==> src/rtl/arbitro_pkg.sv <==
// Shared encodings for the X/Y datapath arbiter: FSM states and mux selector codes.
// State codes equal the selector codes so the selector is a direct copy of the next state.
package arbitro_pkg;

   localparam logic [1:0] SEL_X    = 2'b00;
   localparam logic [1:0] SEL_Y    = 2'b01;
   localparam logic [1:0] SEL_IDLE = 2'b10;

   typedef enum logic [1:0] {
      ST_OWN_X = SEL_X,
      ST_OWN_Y = SEL_Y,
      ST_IDLE  = SEL_IDLE
   } state_t;

endpackage

==> src/rtl/mux2a1_reg.sv <==
// Registered 2-to-1 mux: loads the side chosen by sel, holds its value when sel is idle.
module mux2a1_reg
   import arbitro_pkg::*;
#(
   parameter int unsigned WIDTH = 8
) (
   input  logic             clk,
   input  logic             rst_n,
   input  logic [1:0]       sel,
   input  logic [WIDTH-1:0] d0,
   input  logic [WIDTH-1:0] d1,
   output logic [WIDTH-1:0] q
);

   always_ff @(posedge clk or negedge rst_n) begin
      if (!rst_n) begin
         q <= '0;
      end else begin
         case (sel)
            SEL_X:   q <= d0;
            SEL_Y:   q <= d1;
            default: q <= q;
         endcase
      end
   end

endmodule

==> src/rtl/arbitro_mux2a1.sv <==
// Round-robin arbiter with burst limit sharing a registered 2-to-1 mux between requesters X and Y.
// Define ARB_FIXED_PRIO_EN for fixed priority (X wins ties, owner keeps the datapath until it drops req).
module arbitro_mux2a1
   import arbitro_pkg::*;
#(
   parameter int unsigned WIDTH     = 8,
   parameter int unsigned MAX_BURST = 4,
   parameter int unsigned CNT_W     = 8
) (
   input  logic             clk,
   input  logic             rst_n,
   input  logic             req_x,
   input  logic             req_y,
   input  logic [WIDTH-1:0] data_x,
   input  logic [WIDTH-1:0] data_y,
   output logic             gnt_x,
   output logic             gnt_y,
   output logic [1:0]       selector,
   output logic [WIDTH-1:0] data_out,
   output logic             valid_out
);

   state_t state, state_nxt;

`ifndef ARB_FIXED_PRIO_EN
   localparam logic [CNT_W-1:0] CNT_LAST = CNT_W'(MAX_BURST - 1);

   logic [CNT_W-1:0] cnt, cnt_nxt;
   logic             last_y, last_y_nxt;   // last owner was Y; X wins the next tie
`endif

   // Next-state logic
   always_comb begin
      state_nxt = state;
`ifndef ARB_FIXED_PRIO_EN
      cnt_nxt    = cnt;
      last_y_nxt = last_y;
      case (state)
         ST_IDLE: begin
            if (req_x && req_y) state_nxt = last_y ? ST_OWN_X : ST_OWN_Y;
            else if (req_x)     state_nxt = ST_OWN_X;
            else if (req_y)     state_nxt = ST_OWN_Y;
         end
         ST_OWN_X: begin
            if (!req_x)                        state_nxt = req_y ? ST_OWN_Y : ST_IDLE;
            else if (req_y && cnt == CNT_LAST) state_nxt = ST_OWN_Y;
            else if (cnt != CNT_LAST)          cnt_nxt   = cnt + CNT_W'(1);
         end
         ST_OWN_Y: begin
            if (!req_y)                        state_nxt = req_x ? ST_OWN_X : ST_IDLE;
            else if (req_x && cnt == CNT_LAST) state_nxt = ST_OWN_X;
            else if (cnt != CNT_LAST)          cnt_nxt   = cnt + CNT_W'(1);
         end
         default: state_nxt = ST_IDLE;
      endcase
      if (state_nxt != state) begin
         cnt_nxt = '0;
         if (state_nxt == ST_OWN_X) last_y_nxt = 1'b0;
         if (state_nxt == ST_OWN_Y) last_y_nxt = 1'b1;
      end
`else
      case (state)
         ST_IDLE: begin
            if (req_x)      state_nxt = ST_OWN_X;
            else if (req_y) state_nxt = ST_OWN_Y;
         end
         ST_OWN_X: if (!req_x) state_nxt = req_y ? ST_OWN_Y : ST_IDLE;
         ST_OWN_Y: if (!req_y) state_nxt = req_x ? ST_OWN_X : ST_IDLE;
         default:  state_nxt = ST_IDLE;
      endcase
`endif
   end

   // State, grant and selector registers; grants and selector mirror the registered state
   always_ff @(posedge clk or negedge rst_n) begin
      if (!rst_n) begin
         state     <= ST_IDLE;
         gnt_x     <= 1'b0;
         gnt_y     <= 1'b0;
         selector  <= SEL_IDLE;
         valid_out <= 1'b0;
`ifndef ARB_FIXED_PRIO_EN
         cnt       <= '0;
         last_y    <= 1'b1;
`endif
      end else begin
         state     <= state_nxt;
         gnt_x     <= (state_nxt == ST_OWN_X);
         gnt_y     <= (state_nxt == ST_OWN_Y);
         selector  <= 2'(state_nxt);
         valid_out <= (gnt_x & req_x) | (gnt_y & req_y);
`ifndef ARB_FIXED_PRIO_EN
         cnt       <= cnt_nxt;
         last_y    <= last_y_nxt;
`endif
      end
   end

   mux2a1_reg #(
      .WIDTH (WIDTH)
   ) u_data_reg (
      .clk   (clk),
      .rst_n (rst_n),
      .sel   (selector),
      .d0    (data_x),
      .d1    (data_y),
      .q     (data_out)
   );

endmodule

==> config.mk <==
export PLATFORM = sky130hd
export DESIGN_NAME = arbitro_mux2a1
export DESIGN_NICKNAME = d
export VERILOG_FILES = /design/src/rtl/arbitro_pkg.sv /design/src/rtl/mux2a1_reg.sv /design/src/rtl/arbitro_mux2a1.sv
export SDC_FILE = /design/constraint.sdc
export NUM_CORES = 1
export LEC_CHECK = 0
export CORE_ASPECT_RATIO = 2
export CORE_MARGIN = 3
export CORE_UTILIZATION = 42
export DETAILED_ROUTE_END_ITERATION = 8
export PLACE_DENSITY = 0.74
export SETUP_SLACK_MARGIN = 0.15
export SYNTH_ARGS = -nofsm -noshare
export SYNTH_HDL_FRONTEND = slang
export SYNTH_SLANG_ARGS = --single-unit
export TNS_END_PERCENT = 50
==> constraint.sdc <==
create_clock -name clk -period 1.3 [get_ports clk]
set_input_delay 0.26 -clock clk [delete_from_list [all_inputs] [get_ports clk]]
set_output_delay 0.26 -clock clk [all_outputs]
set_load 0.01 [all_outputs]
## After elaboration in Yosys (flattened, before gate mapping)

Index checks and enable logic that the tools add are counted.
W data, S select, Z words.

- Shift-type cells: 0
- Divide/modulo/power cells: 0
- Bitwise gates (word level): 3
- Reductions and logical operators: 10
- Mux-type cells: 21
- $lt $le $gt $ge: 0
- Eq/ne operators: 10
- $add $sub $neg: 1
- Multipliers: 0

Operator list:

| cell | count |
|---|---|
| $mux W8 | 6 |
| $pmux W8 S2 | 2 |
| $mux W2 | 9 |
| $ne A3 B3 Y1 const B | 4 |
| $add A8 B1 Y8 const B | 1 |
| $eq A8 B2 Y1 const B | 1 |
| $ne A8 B2 Y1 const B | 1 |
| $pmux W2 S3 | 1 |
| $reduce_and A5 Y1 | 1 |
| $eq A2 B1 Y1 const B | 2 |
| $logic_not A2 Y1 | 2 |
| $reduce_bool A2 Y1 | 2 |
| $logic_and A1 B1 Y1 | 3 |
| $mux W1 | 3 |
| $reduce_bool A3 Y1 | 1 |
| $and A1 B1 Y1 | 2 |
| $eq A2 B2 Y1 const B | 1 |
| $ne A2 B2 Y1 | 1 |
| $reduce_and A2 Y1 | 1 |
| $or A1 B1 Y1 | 1 |

- Output and inout bits: 13
- Bits of input ports: 20
- ROM bits: 0
- Flip-flop bits (word level): 22
- Memories kept: 0
- RAM bits: 0
- Word-level logic and storage cells: 52
- Latch bits: 0

## Logic depth before layout (Yosys ltp)

Gate-level depths: netlist of the first run.

- Depth after elaboration: 8
- Gate-level depth with buffers: 5
- Mapped depth without buffers: 5

## Cells and area by module

From an unflattened synthesis of the first run, not the netlist that was laid out.

- Cell total of the unflattened synthesis: 111
- Area, all modules: 1232.4 µm²

By module, submodules not included:

| module | instances | area an instance (µm²) | sequential area each (µm²) | cells each |
|---|---|---|---|---|
| arbitro_mux2a1 | 1 | 859.6 | 352.8 | 77 |
| mux2a1_reg | 1 | 372.9 | 200.2 | 34 |

## Least setup slack after synthesis of the first run

Ideal clock, no wire load.

- Path kind: flip-flop to flip-flop
- Start point: register cnt[0]
- End point: register cnt[1]
- Data required time: 1.173 ns
- Setup time: 0.127 ns
- Path buffers: 0
- Path slack: -0.137 ns
- Arrival time: 1.309 ns
- Period minus slack after synthesis: 1.437 ns
- Stages on the path, launching flop included: 6
- Cells stage by stage: dfrtp_1 ha_1 nor3b_2 a211oi_2 mux2i_1 nor2_1

- Longest elaborated chain between the ends: 8

Ends and longest elaborated chain:

| what | line | text |
|---|---|---|
| start, declared | arbitro_mux2a1.sv:28 | `logic [CNT_W-1:0] cnt, cnt_nxt;` |
| start signal, assigned | arbitro_mux2a1.sv:93 | `cnt <= cnt_nxt;` |
| $eq A8 B2 Y1 | arbitro_mux2a1.sv:46, arbitro_mux2a1.sv:51 |  |
| $logic_and A1 B1 Y1 (on tied branches) | arbitro_mux2a1.sv:51, arbitro_mux2a1.sv:46 |  |
| $mux W2 (on tied branches) | arbitro_mux2a1.sv:51, arbitro_mux2a1.sv:46 |  |
| $mux W2 (on tied branches) | arbitro_mux2a1.sv:50, arbitro_mux2a1.sv:45 |  |
| $pmux W2 S3 | arbitro_mux2a1.sv:38 | `case (state)` |
| $ne A2 B2 Y1 | arbitro_mux2a1.sv:56 | `if (state_nxt != state) begin` |
| $ne A3 B3 Y1 (no line) / $reduce_bool A3 Y1 (equally long branches) | -- |  |
| $reduce_and A5 Y1 (no line) | -- |  |

Several ways; a longest one is shown, not always the timed one. The select of a mux whose other input is x is not followed.
A chain may end at the register's enable or synchronous reset.

## Final worst setup path of the first run

- Start point: register cnt[1]
- End point: register cnt[1]

The elaborated chain is that of the path after synthesis.

==> results.json, run 1 <==
{
  "status": "finished, violations left",
  "violations": "negative setup slack",
  "slew_viol_final": 0,
  "grt_setup_unrepaired": "true",
  "crit_chain": "ha_4, nor3b_4, buf_6, a211oi_4, mux2i_1, nor2_1",
  "worstMarginPinSlew_ns": 0.307,
  "p_per_area_nw_per_um2": 1010,
  "routed_wl_um": 3160,
  "cts_hold_buf": 0,
  "synth_edf_count": 0,
  "met1_usage_pct": 18.7,
  "syn_nets": 134,
  "max_stage_delay_ns": 0.41,
  "die_h_um": 80.6,
  "cts_tree": "built",
  "cts_root_buf": "clkbuf_8",
  "io_pins": 33,
  "ys_seq_elements": 22,
  "worstSetupPathType": "flop to flop",
  "p_total_uw": 1760,
  "worstPathArrival_ns": 1.66,
  "die_w_um": 43.3,
  "hold_violations": 0,
  "core_um2": 2600,
  "row_count": 26,
  "hp-class": "primary input to asynchronous set/reset pin",
  "clk_latency_ns": 0.26,
  "finalSetupViolCount": 12,
  "synth_seq_area_share_pct": 47.4,
  "relSlewSlack_pct": 79.1,
  "ys_warn_count": 0,
  "start_util_pct": 44.9,
  "avgRoutedWirePerCell_um": 16.4,
  "syn_avg_cell_area_um2": 10.3,
  "cp_max_fo": 3,
  "syn_area_um2": 1170,
  "crit_path_end": "cnt[1]$_DFFE_PN0P_",
  "fin_skew_ns": 0.00604,
  "grt_pass1_vias": 1099,
  "drt_pre_antenna_iters": 4,
  "vdd_ir_drop_max_v": 0.000791,
  "dpl.cell_count": 185,
  "cp_slowest_cell": "dfrtp_1",
  "io_buffers": 32,
  "gp_congestion": 0.767,
  "overflow": 0,
  "grtUsageMet2_pct": 38.4,
  "netlist_instances": 113,
  "dp_worst_setup_slack_ns": -0.455,
  "n_antenna_cell": 0,
  "p_leak_uw": 0.000745,
  "grt_max_degree": 23,
  "yosysUniqueCellTypes": 34,
  "area.growth.synth_to_final_pct": 49.7,
  "dp_hpwl_um": 2340,
  "path_clk_slew_ns": 0.08,
  "cts.sinks": 22,
  "clockBufferDepth": 2,
  "startpoint": "cnt[1]$_DFFE_PN0P_",
  "use_met3_pct": 2.47,
  "ff2ff_path_depth": 6,
  "num_vias": 1075,
  "h-tree-depth": 1,
  "worstPathRequired_ns": 1.45,
  "final_nets": 187,
  "timing.rr.start": "cnt[1]$_DFFE_PN0P_",
  "busiest_layer": "met2",
  "vias_per_cell": 5.60,
  "antenna_found_initial": 0,
  "rr_endpoint": "cnt[1]$_DFFE_PN0P_",
  "dieArea_um2": 3490,
  "setup_ws_ns": -0.215,
  "post-route-drc-count": 0,
  "initialDrtViolationCount": 12,
  "ant_nets": 0,
  "drive_gt1_share_pct": 30.5,
  "r2r_slack_ns": -0.22,
  "cts_buffers": 3,
  "clock.fmax_ghz": 0.660,
  "grt_use_total_pct": 19.2,
  "async_flop_share_pct": 100,
  "finalSetupTns_ns": -1.98,
  "endpoint_kind": "flop",
  "min_period_ns": 1.52,
  "grt_pass1_wl_um": 5020,
  "worst_setup_path_start_kind": "flop",
  "synth_ff_type": "dfrtp_1",
  "fin_crit_sh_pct": 117,
  "final_cells": 192,
  "cap_violations": 0
}
## logic make-up after synthesis
group	after synthesis	synth area share [%]
DFF	22	47.4
AOI/OAI and AO/OA	25	15.0
buffers and inverters	8	3.64
muxes	11	9.75
adders and majority gates	1	1.07
and+or+nand+nor	39	17.9
xor gates and xnor gates	7	5.25
## worst max-delay path: cells and delay by family (launching register included)
family	cells	cell delay [ns]
and+or+nand+nor	2	0.22
DFF	1	0.41
buffers and inverters	1	0.13
adders and majority gates	1	0.18
AOI/OAI and AO/OA	1	0.24
muxes	1	0.21
## how the worst min path moves through the flow
stage / start / to / slack [ns]
2_1_floorplan: rst_n / cnt[0]$_DFFE_PN0P_ / -0.04
3_3_place_gp: u_data_reg.q[4]$_DFFE_PN0P_ / u_data_reg.q[4]$_DFFE_PN0P_ / 0.47
3_5_place_dp: u_data_reg.q[2]$_DFFE_PN0P_ / u_data_reg.q[2]$_DFFE_PN0P_ / 0.48
4_1_cts: rst_n / cnt[7]$_DFFE_PN0P_ / 0.35
5_1_grt: rst_n / cnt[7]$_DFFE_PN0P_ / 0.37
6_report: rst_n / cnt[7]$_DFFE_PN0P_ / 0.35
## synthesized netlist by cell type (2+ instances only)
library cell	number	area share [%]
a21oi_1	5	2.1
a22o_1	2	1.5
buf_2	4	1.7
buf_4	2	1.3
dfrtp_1	20	43
dfstp_2	2	4.5
mux2i_1	10	8.6
nand2_1	13	4.2
nand3_1	2	0.86
nand4_1	2	1.1
nor2_1	11	3.5
nor3_1	2	0.86
nor4_1	2	1.1
o21ai_0	10	4.3
xnor2_1	7	5.3
## per-stage QoR
stage	hold WS (ns)	cell area (um^2)	util (%)
2_1_floorplan	-0.0356	1210	-
3_3_place_gp	0.469	1650	63.6
3_5_place_dp	0.480	1650	63.6
4_1_cts	0.352	1760	67.6
5_1_grt	0.368	1750	67.2
6_report	0.347	1750	67.2
## routing by layer
layer	up-vias	wire length, um
li1	504	-
met5	-	0
met3	7	194
met4	0	72
met1	517	1000
met2	47	1890
## registers in the layout, summed over array words and instances, names as in the netlist
name          count
last_y            1
state             2
u_data_reg.q      8
cnt               8
gnt_y             1
gnt_x             1
valid_out         1
## power breakdown
group | total (uW) | switching, uW | internal, uW
Combinational | 524 | 253 | 272
Sequential | 826 | 58.5 | 767
Clock | 413 | 206 | 207
## repair_timing
action	CTS	global route
resized for setup	44	12
pin swaps	13	3
buffers inserted	3	1
setup endpoints to repair	33	29
## final cells by class
class | instances | area, um^2
clock buffers | 3 | 41.3
fillers | 199 | 855
inverters | 1 | 3.75
multi-input cells | 83 | 624
flip-flops and latches | 22 | 554
well taps | 28 | 35.0
repair buffers | 55 | 489
## cells in the final DEF, fill, tap and decap left out, types with 2 or more instances in the layout
cell type,count
a21oi_2,3
mux2i_1,10
a22o_1,2
nor3_1,2
nor4_1,2
dfrtp_1,19
nand3_1,2
buf_6,2
dfstp_2,2
buf_12,2
a21oi_1,2
nand4_1,2
clkdlybuf4s15_1,4
o21ai_0,7
clkdlybuf4s50_1,18
buf_4,19
clkbuf_2,6
buf_2,2
nand2_1,13
o21ai_1,3
clkbuf_8,3
xnor2_1,7
nor2_1,11
Note: power is estimated with default switching activity, not from simulation.
==> run 2: changes to the inputs <==
--- a/config.mk
+++ b/config.mk
@@ -5,11 +5,10 @@
 export SDC_FILE = /design/constraint.sdc
 export NUM_CORES = 1
 export LEC_CHECK = 0
-export CORE_ASPECT_RATIO = 2
 export CORE_MARGIN = 3
-export CORE_UTILIZATION = 42
+export CORE_UTILIZATION = 47
 export DETAILED_ROUTE_END_ITERATION = 8
-export PLACE_DENSITY = 0.74
+export PLACE_DENSITY = 0.79
 export SETUP_SLACK_MARGIN = 0.15
 export SYNTH_ARGS = -nofsm -noshare
 export SYNTH_HDL_FRONTEND = slang
==> constraint.sdc (replaced) <==
create_clock -name clk -period 1.42 [get_ports clk]
set_input_delay 0.284 -clock clk [delete_from_list [all_inputs] [get_ports clk]]
set_output_delay 0.284 -clock clk [all_outputs]
set_load 0.01 [all_outputs]
==> run 2 against run 1 <==
The flow still finishes with violations (negative setup slack); sequential share of layout area decreased by 0.31 points; sequential cell count stayed put; die area decreased by 11%; sequential power shrank 9.4%; fmax up 2.3%; setup slack improved by 0.15 ns.
==> results.json, run 2 (same netlist as run 1, synthesis figures left out) <==
{
  "grt_pass1_vias": 1038,
  "p_comb_share_pct": 29.0,
  "routed_wl_um": 2720,
  "cap_violations": 0,
  "p_per_area_nw_per_um2": 971,
  "ant_nets": 0,
  "gp_congestion": 0.846,
  "fin_skew_ns": 0.00755,
  "hp-class": "primary input to asynchronous set/reset pin",
  "finalSetupTns_ns": -0.479,
  "drive_gt1_share_pct": 32.5,
  "r2r_slack_ns": -0.06,
  "avgRoutedWirePerCell_um": 14.0,
  "clockBufferDepth": 2,
  "worstMarginPinSlew_ns": 0.332,
  "io_buffers": 32,
  "pwr-share-clk_pct": 27.4,
  "cts_root_buf": "clkbuf_4",
  "ff2ff_path_depth": 5,
  "row_count": 17,
  "num_vias": 1045,
  "initialDrtViolationCount": 15,
  "fin_hold_ws_ns": 0.309,
  "n_antenna_cell": 0,
  "vias_per_cell": 5.39,
  "dp_hpwl_um": 2030,
  "reg.largest.list": "cnt x8, u_data_reg.q x8, state x2",
  "timing.rr.start": "cnt[0]$_DFFE_PN0P_",
  "relSlewSlack_pct": 77.7,
  "clock.fmax_ghz": 0.675,
  "dieArea_um2": 3120,
  "p_int_uw": 1250,
  "setup_ws_ns": -0.0607,
  "drt_pre_antenna_iters": 4,
  "grt_use_total_pct": 18.9,
  "die_h_um": 55.8,
  "switching_share_pct": 27.1,
  "min_period_ns": 1.48,
  "grt_setup_unrepaired": "true",
  "core_um2": 2280,
  "grt_max_degree": 23,
  "post-route-drc-count": 0,
  "start_util_pct": 51.3,
  "finalSetupViolCount": 12,
  "layout_common_cells": "23 x buf_4, 19 x dfrtp_1, 18 x clkdlybuf4s50_1",
  "p_leak_uw": 0.000747,
  "cts.sinks": 22,
  "worstPathArrival_ns": 1.67,
  "cts_tree": "built",
  "hold_violations": 0,
  "p_sw_uw": 465,
  "worstSetupPathType": "flop to flop",
  "die_w_um": 55.8,
  "worst_setup_path_start_kind": "flop",
  "overflow": 0,
  "cts_buffers": 3,
  "io_pins": 33,
  "path_clk_slew_ns": 0.12,
  "worstPathRequired_ns": 1.61,
  "violations": "negative setup slack",
  "layout_commonest_cell": "buf_4",
  "area.growth.synth_to_final_pct": 51.2,
  "h-tree-depth": 1,
  "cp_max_fo": 8,
  "endpoint_kind": "flop",
  "vdd_ir_drop_max_v": 0.000890,
  "final_nets": 188,
  "p_seq_share_pct": 43.6,
  "slew_viol_final": 0,
  "fin_util_pct": 77.6,
  "clk_latency_ns": 0.31,
  "status": "finished, violations left",
  "rr_endpoint": "cnt[4]$_DFFE_PN0P_",
  "grt_pass1_wl_um": 4730,
  "fin_crit_sh_pct": 104,
  "antenna_found_initial": 0
}
==> run 2: changes by cell type in the layout (fill, tap and decap cells not counted), sizes merged <==
cell / before / now
buf: 26 / 25
bufinv: 0 / 1
clkdlybuf4s15: 4 / 6
dlygate4sd2: 1 / 0
dlymetal6s2s: 0 / 1
==> run 2: critical path, stage by stage (launching register included) <==
cell and delay, ns:
dfrtp_1 0.38, ha_2 0.19, nor3b_4 0.28, nand2_2 0.16, a31oi_4 0.26, nor2_1 0.09
==> run 2: timing repair <==
action / CTS / global route
pin swaps: 3 / 3
gates resized for setup: 31 / 19
hold buffers: 0 / 0
buffers inserted: 6 / 2
setup endpoints to repair: 25 / 21
==> run 2: cell type report <==
cell class | count | area, um^2
multi-input combinational | 83 | 642
clock buffer | 3 | 22.5
clock inverter | 1 | 30.0
sequential | 22 | 554
inverter | 1 | 3.75
fill | 148 | 510
timing repair buffer | 56 | 478
tap | 28 | 35.0
==> run 2: power groups by stage <==
| stage | Sequential [uW] | Combinational (uW) | Clock [uW] |
|---|---|---|---|
| after CTS | 742 | 478 | 482 |
| after global routing | 758 | 544 | 514 |
| final | 748 | 497 | 470 |
| after floorplan | 782 | 211 | 0 |
| after detailed placement | 762 | 463 | 0 |
| after global placement | 757 | 452 | 0 |
==> run 2: through the flow <==
step | worst slack (ns) | area [um^2] | instances | total power [uW]
final | -0.0607 | 1770 | 194 | 1710
after global routing | -0.154 | 1770 | 194 | 1820
after CTS | -0.0825 | 1730 | 192 | 1700
after detailed placement | -0.403 | 1620 | 182 | 1220
after global placement | -0.332 | 1620 | 182 | 1210
after floorplan | 0.0285 | 1190 | 113 | 993
==> run 2: how the worst max path moves through the flow <==
stage / start / to / cells after the start
after floorplan: state[0]$_DFF_PN0_ / cnt[1]$_DFFE_PN0P_ / 5
after global placement: req_x / cnt[1]$_DFFE_PN0P_ / 5
after detailed placement: req_x / cnt[7]$_DFFE_PN0P_ / 5
after CTS: cnt[0]$_DFFE_PN0P_ / cnt[4]$_DFFE_PN0P_ / 5
after global routing: cnt[0]$_DFFE_PN0P_ / cnt[2]$_DFFE_PN0P_ / 5
final: cnt[0]$_DFFE_PN0P_ / cnt[4]$_DFFE_PN0P_ / 5
==> run 2: layer usage <==
metal  share of wire [%]  GRT usage (%)  vias to the layer above
li1                    -              -                      511
met1                  42           22.5                      502
met2                  52           33.8                       26
met3                 4.7           3.94                        6
met4                 1.6           6.10                        0
met5                   0              0                        -
==> run 3: changes to the inputs <==
--- a/config.mk
+++ b/config.mk
@@ -7,6 +7,7 @@
 export LEC_CHECK = 0
 export CORE_MARGIN = 3
 export CORE_UTILIZATION = 47
+export CTS_CLUSTER_DIAMETER = 30
 export DETAILED_ROUTE_END_ITERATION = 8
 export PLACE_DENSITY = 0.79
 export SETUP_SLACK_MARGIN = 0.15
==> results of run 3 <==
No change in the layout: final DEF, timing and power equal those of run 2.
